$ cat config.mk
export PLATFORM = sky130hd
export DESIGN_NAME = prefetch_request_sink
export DESIGN_NICKNAME = d
export VERILOG_FILES = /design/src/rtl/prefetch_request_sink.sv
export SDC_FILE = /design/constraint.sdc
export NUM_CORES = 1
export LEC_CHECK = 0
export CORE_UTILIZATION = 40
export DETAILED_ROUTE_END_ITERATION = 10
export GPL_ROUTABILITY_DRIVEN = 0
export SYNTH_ARGS = -nofsm -noshare
export SYNTH_HDL_FRONTEND = slang
export SYNTH_SLANG_ARGS = --single-unit
$ cat constraint.sdc
create_clock -name clock -period 4.75 [get_ports clock]
set_input_delay 0.95 -clock clock [delete_from_list [all_inputs] [get_ports clock]]
set_output_delay 0.95 -clock clock [all_outputs]
set_load 0.01 [all_outputs]
$ cat src/rtl/prefetch_request_sink.sv
// Filters prefetch addresses (out-of-grid / recent duplicates), queues survivors, issues over req/ack.
// Latency: accept at edge N -> mem_req after edge N+1; in_ready drops only when the FIFO is full.
module prefetch_request_sink #(
    parameter int ADDR_W     = 32,
    parameter int FIFO_DEPTH = 4,
    parameter int HIST_DEPTH = 8,
    parameter int GRID_SIZE  = 27
) (
    input  logic              clock,
    input  logic              reset,
    input  logic [ADDR_W-1:0] in_addr,
    input  logic              in_valid,
    output logic              in_ready,
    input  logic              hist_clear,
    output logic [ADDR_W-1:0] mem_addr,
    output logic              mem_req,
    input  logic              mem_ack,
    output logic [15:0]       issued_cnt,
    output logic [15:0]       dropped_cnt,
    output logic              busy
);

    localparam int PW = $clog2(FIFO_DEPTH);
    localparam int HW = $clog2(HIST_DEPTH);

    typedef enum logic {IDLE, REQ} state_t;
    state_t state;

    logic [ADDR_W-1:0]     fifo_mem [FIFO_DEPTH];
    logic [PW:0]           wr_ptr;
    logic [PW:0]           rd_ptr;
    logic                  fifo_empty;
    logic                  fifo_full;

    logic [ADDR_W-1:0]     hist_addr [HIST_DEPTH];
    logic [HIST_DEPTH-1:0] hist_valid;
    logic [HW-1:0]         hist_ptr;

    logic accept;
    logic out_of_grid;
    logic hist_hit;
    logic enq;
    logic drop;
    logic pop;

    assign fifo_empty = (wr_ptr == rd_ptr);
    assign fifo_full  = (wr_ptr[PW] != rd_ptr[PW]) && (wr_ptr[PW-1:0] == rd_ptr[PW-1:0]);
    assign in_ready   = !fifo_full;
    assign busy       = !fifo_empty || (state == REQ);

    // A coincident hist_clear wins, so the lookup sees an empty history.
    always_comb begin
        hist_hit = 1'b0;
        for (int i = 0; i < HIST_DEPTH; i++) begin
            if (hist_valid[i] && (hist_addr[i] == in_addr)) begin
                hist_hit = 1'b1;
            end
        end
        hist_hit = hist_hit && !hist_clear;
    end

    assign accept      = in_valid && in_ready;
    assign out_of_grid = (in_addr >= ADDR_W'(GRID_SIZE));
    assign drop        = accept && (out_of_grid || hist_hit);
    assign enq         = accept && !out_of_grid && !hist_hit;
    assign pop         = !fifo_empty && ((state == IDLE) || ((state == REQ) && mem_ack));

    always_ff @(posedge clock) begin
        if (enq) begin
            fifo_mem[wr_ptr[PW-1:0]] <= in_addr;
            hist_addr[hist_ptr]      <= in_addr;
        end
    end

    always_ff @(posedge clock or posedge reset) begin
        if (reset) begin
            wr_ptr      <= '0;
            rd_ptr      <= '0;
            hist_valid  <= '0;
            hist_ptr    <= '0;
            dropped_cnt <= '0;
        end else begin
            if (enq) begin
                wr_ptr <= wr_ptr + (PW+1)'(1);
            end
            if (pop) begin
                rd_ptr <= rd_ptr + (PW+1)'(1);
            end
            if (hist_clear && enq) begin
                hist_valid <= {{(HIST_DEPTH-1){1'b0}}, 1'b1} << hist_ptr;
            end else if (hist_clear) begin
                hist_valid <= '0;
            end else if (enq) begin
                hist_valid[hist_ptr] <= 1'b1;
            end
            if (enq) begin
                hist_ptr <= (hist_ptr == HW'(HIST_DEPTH-1)) ? '0 : hist_ptr + HW'(1);
            end
            if (drop && (dropped_cnt != 16'hFFFF)) begin
                dropped_cnt <= dropped_cnt + 16'd1;
            end
        end
    end

    always_ff @(posedge clock or posedge reset) begin
        if (reset) begin
            state      <= IDLE;
            mem_req    <= 1'b0;
            mem_addr   <= '0;
            issued_cnt <= '0;
        end else begin
            case (state)
                IDLE: begin
                    if (pop) begin
                        mem_addr <= fifo_mem[rd_ptr[PW-1:0]];
                        mem_req  <= 1'b1;
                        state    <= REQ;
                    end
                end
                REQ: begin
                    if (mem_ack) begin
                        if (issued_cnt != 16'hFFFF) begin
                            issued_cnt <= issued_cnt + 16'd1;
                        end
                        // Back-to-back issue keeps mem_req high with no idle cycle.
                        if (pop) begin
                            mem_addr <= fifo_mem[rd_ptr[PW-1:0]];
                        end else begin
                            mem_req <= 1'b0;
                            state   <= IDLE;
                        end
                    end
                end
                default: begin
                    state   <= IDLE;
                    mem_req <= 1'b0;
                end
            endcase
        end
    end

endmodule

==> results.sh <==
export IMPL_status="finished with violations"
export IMPL_violations="design-rule violations"
export IMPL_timing_fmax_mhz=238.2
export IMPL_cts_resized_gates=0
export IMPL_path_depth=10
export IMPL_firstDrtPassIters=11
export IMPL_cts_tree="built"
export IMPL_rows=79
export IMPL_regToRegSetupSlack_ns=1.45
export IMPL_die_w_um=220.8
export IMPL_fin_util=0.4951
export IMPL_clock_sink_count=467
export IMPL_vdd_drop_max_mv=0.2927
export IMPL_yosys_register_bits=467
export IMPL_post_synth_cell_area_avg_sq_um=16.98
export IMPL_clockRootBuffer="clkbuf_16"
export IMPL_ff2ff_path_depth=10
export IMPL_numCtsBuffers=48
export IMPL_netlist_instances=1128
export IMPL_max_stage_delay_ns=0.78
export IMPL_num_vias=10191
export IMPL_cp_startpoint="in_addr[2]"
export IMPL_slew_violations=0
export IMPL_end_kind="flop"
export IMPL_start_util=0.4089
export IMPL_post_cts_setup_buffers=0
export IMPL_fin_crit_ns=4.198
export IMPL_insertion_delay_ns=0.60
export IMPL_synth_edff_count=384
export IMPL_crit_required_ns=5.05
export IMPL_ys_types=42
export IMPL_path_class="in -> reg"
export IMPL_critPathLaunchType="input port"
export IMPL_drc=12
export IMPL_maxSlewHeadroom=0.2877
export IMPL_fin_area_sq_um=23190
export IMPL_grt_ovfl_total=0
export IMPL_wire_per_inst_um=22.23
export IMPL_power_density_nw_per_um2=440.5
export IMPL_grt_usage=0.1821
export IMPL_crit_slowest_cell="clkdlybuf4s50_1"
export IMPL_synth_fp_nets=1178
export IMPL_yosys_area_top_type="edfxtp_1"
export IMPL_rsz0062_at_grt="no"
export IMPL_cts_buffer_depth=3
export IMPL_finalHoldViolCount=0
export IMPL_fin_crit_sh=0.8839
export IMPL_pre_cts_ws_ns=-0.1002
export IMPL_max_cap_violations=0
export IMPL_antenna_found_initial=0
export IMPL_cp_max_fo=32
export IMPL_worstMarginPinSlew_ns=1.066
export IMPL_hold_class="reg -> reg"
export IMPL_hold_ws_ns=0.4915
export IMPL_worst_path_dominant_cell_family="simple AND/OR/NAND/NOR gates"
export IMPL_clk_pin_slew_ns=0.06
export IMPL_syn2layout_area_growth_pct=21.08
export IMPL_route_met3_wl_um=2081
export IMPL_synthFlopType="edfxtp_1"
export IMPL_dr_max_layer_used="met4"
export IMPL_grt_pass1_wl_um=66390
export IMPL_setup_viol=0
export IMPL_worstReg2RegEnd="hist_addr[4][3]"
export IMPL_power_leakage_uw=0.007974
export IMPL_cp_arrival_ns=4.50
export IMPL_layout_setup_ws_ns=0.5516
export IMPL_placed_area_sq_um=21710
export IMPL_diodes=0
export IMPL_syn_area_sq_um=19160
export IMPL_hold_buffers=0
export IMPL_final_cell_mix="edfxtp_1 (384), xor2_1 (194), clkdlybuf4s50_1 (103)"
export IMPL_wl_met2_um=20430
export IMPL_synth_warnings=0
export IMPL_async_flop_share=0.1777
export IMPL_ys_top_cells_by_area="edfxtp_1 (60%), dfrtp_1 (11%), xor2_1 (8.9%), xnor2_1 (4.4%), mux4_2 (3.8%)"
export IMPL_cts_max_level=2
export IMPL_grt_pass1_vias=10358
export IMPL_port_buffers=103
export IMPL_total_power_uw=10220
export IMPL_final_nets=1371
export IMPL_finClkSkew_ns=0.02989
export IMPL_grt_max_degree=53
export IMPL_die_area_sq_um=48770
export IMPL_wl_met1_um=20100
export IMPL_worstReg2RegStart="hist_addr[4][8]"
export IMPL_vias_per_cell=5.186
export IMPL_crit_buf_inv=3
export IMPL_wirelength_um=43670
export IMPL_drtIter0Drc=928
export IMPL_io_pins=104
export IMPL_endpoint="hist_addr[4][3]"
export IMPL_hpwl_um=28240
export IMPL_die_y_um=220.8
export IMPL_ys_seq_area_frac=0.7103
export IMPL_synth_top_area_frac=0.6019
export IMPL_layout_drive_gt1_share=0.1789
export IMPL_final_common_cell="edfxtp_1"
export IMPL_ant_nets=0
export IMPL_core_area_sq_um=46850
export IMPL_path_cells="clkdlybuf4s50_1 -> xor2_1 -> nor4_1 -> nand3_1 -> o41a_1 -> a41o_2 -> buf_4 -> and3_2 -> and3_1 -> buf_12"
==> power breakdown <==
group / switching (uW) / internal (uW) / total, uW
Combinational: 800 / 975 / 1770
Clock: 1570 / 2030 / 3600
Sequential: 186 / 4660 / 4840
==> per-layer routing <==
layer / vias up / global-route usage
li1: 4617 / -
met1: 5234 / 0.2573
met2: 274 / 0.2882
met3: 66 / 0.03094
met4: 0 / 0.05752
met5: - / 0
==> cell usage after synthesis (3+ instances only) <==
cell      number
xor2_1       194
inv_1         15
a41oi_1        3
xnor2_1       96
o21ai_0        6
buf_4         10
buf_2         13
and3_1         6
nand3_1       15
nor4_1        53
a21oi_1        7
clkbuf_1      11
mux2_2        36
nand2_1       33
ha_1          13
dfrtp_1       83
and3_2         7
nor2b_1        5
a31oi_1        3
buf_6         12
o32ai_1        6
and4_1         4
nor3_1        14
nor2_1        13
mux4_2        32
edfxtp_1     384
nand4_1       37
==> worst register-to-register path, cell delays in order (launching register included) <==
cell and delay (ns):
edfxtp_1 0.37, xor2_1 0.15, nor4_1 0.60, nand4_1 0.20
nor4_1 0.40, a41oi_1 0.18, a41o_2 0.29, buf_4 0.17
and3_2 0.23, and3_1 0.21, buf_12 0.18
==> through the flow <==
step | TNS (ns) | instances
4_1_cts | 0 | 1965
6_report | 0 | 1965
2_1_floorplan | 0 | 1128
3_5_place_dp | -6.115 | 1878
5_1_grt | 0 | 1965
3_3_place_gp | -6.027 | 1878
==> flip-flops by register name, summed over array words and instances (netlist names) <==
signal / count
dropped_cnt: 16
fifo_mem: 128
hist_addr: 256
hist_ptr: 3
hist_valid: 8
issued_cnt: 16
mem_addr: 32
mem_req: 1
rd_ptr: 3
state: 1
wr_ptr: 3
==> cell type report <==
cell class | count | area [sq um]
Multi-Input combinational cell | 599 | 5240
Fill cell | 3967 | 23660
Clock inverter | 27 | 234.0
Tap cell | 607 | 759.5
Inverter | 15 | 58.81
Sequential cell | 467 | 13610
Clock buffer | 60 | 1246
Timing Repair Buffer | 190 | 2047
==> cell families (layout without fill, tap and decap cells) <==
kind of cell / Yosys count / after routing / share of synthesized area
xor+xnor: 290 / 290 / 0.1326
fa+ha+maj: 13 / 13 / 0.008491
mux: 69 / 69 / 0.05930
flops: 467 / 467 / 0.7103
buf+inv: 62 / 292 / 0.01966
simple gates: 193 / 193 / 0.05689
compound gates: 34 / 34 / 0.01274
==> worst min-delay path by stage <==
stage | from | cells past startpoint | slack, ns | end
6_report | rd_ptr[2] | 1 | 0.49 | rd_ptr[2]
5_1_grt | rd_ptr[2] | 1 | 0.51 | rd_ptr[2]
4_1_cts | rd_ptr[2] | 1 | 0.50 | rd_ptr[2]
2_1_floorplan | wr_ptr[2] | 1 | 0.46 | wr_ptr[2]
3_5_place_dp | rd_ptr[2] | 1 | 0.48 | rd_ptr[2]
3_3_place_gp | wr_ptr[2] | 1 | 0.48 | wr_ptr[2]
No activity file was read; power rests on OpenSTA's default activity.
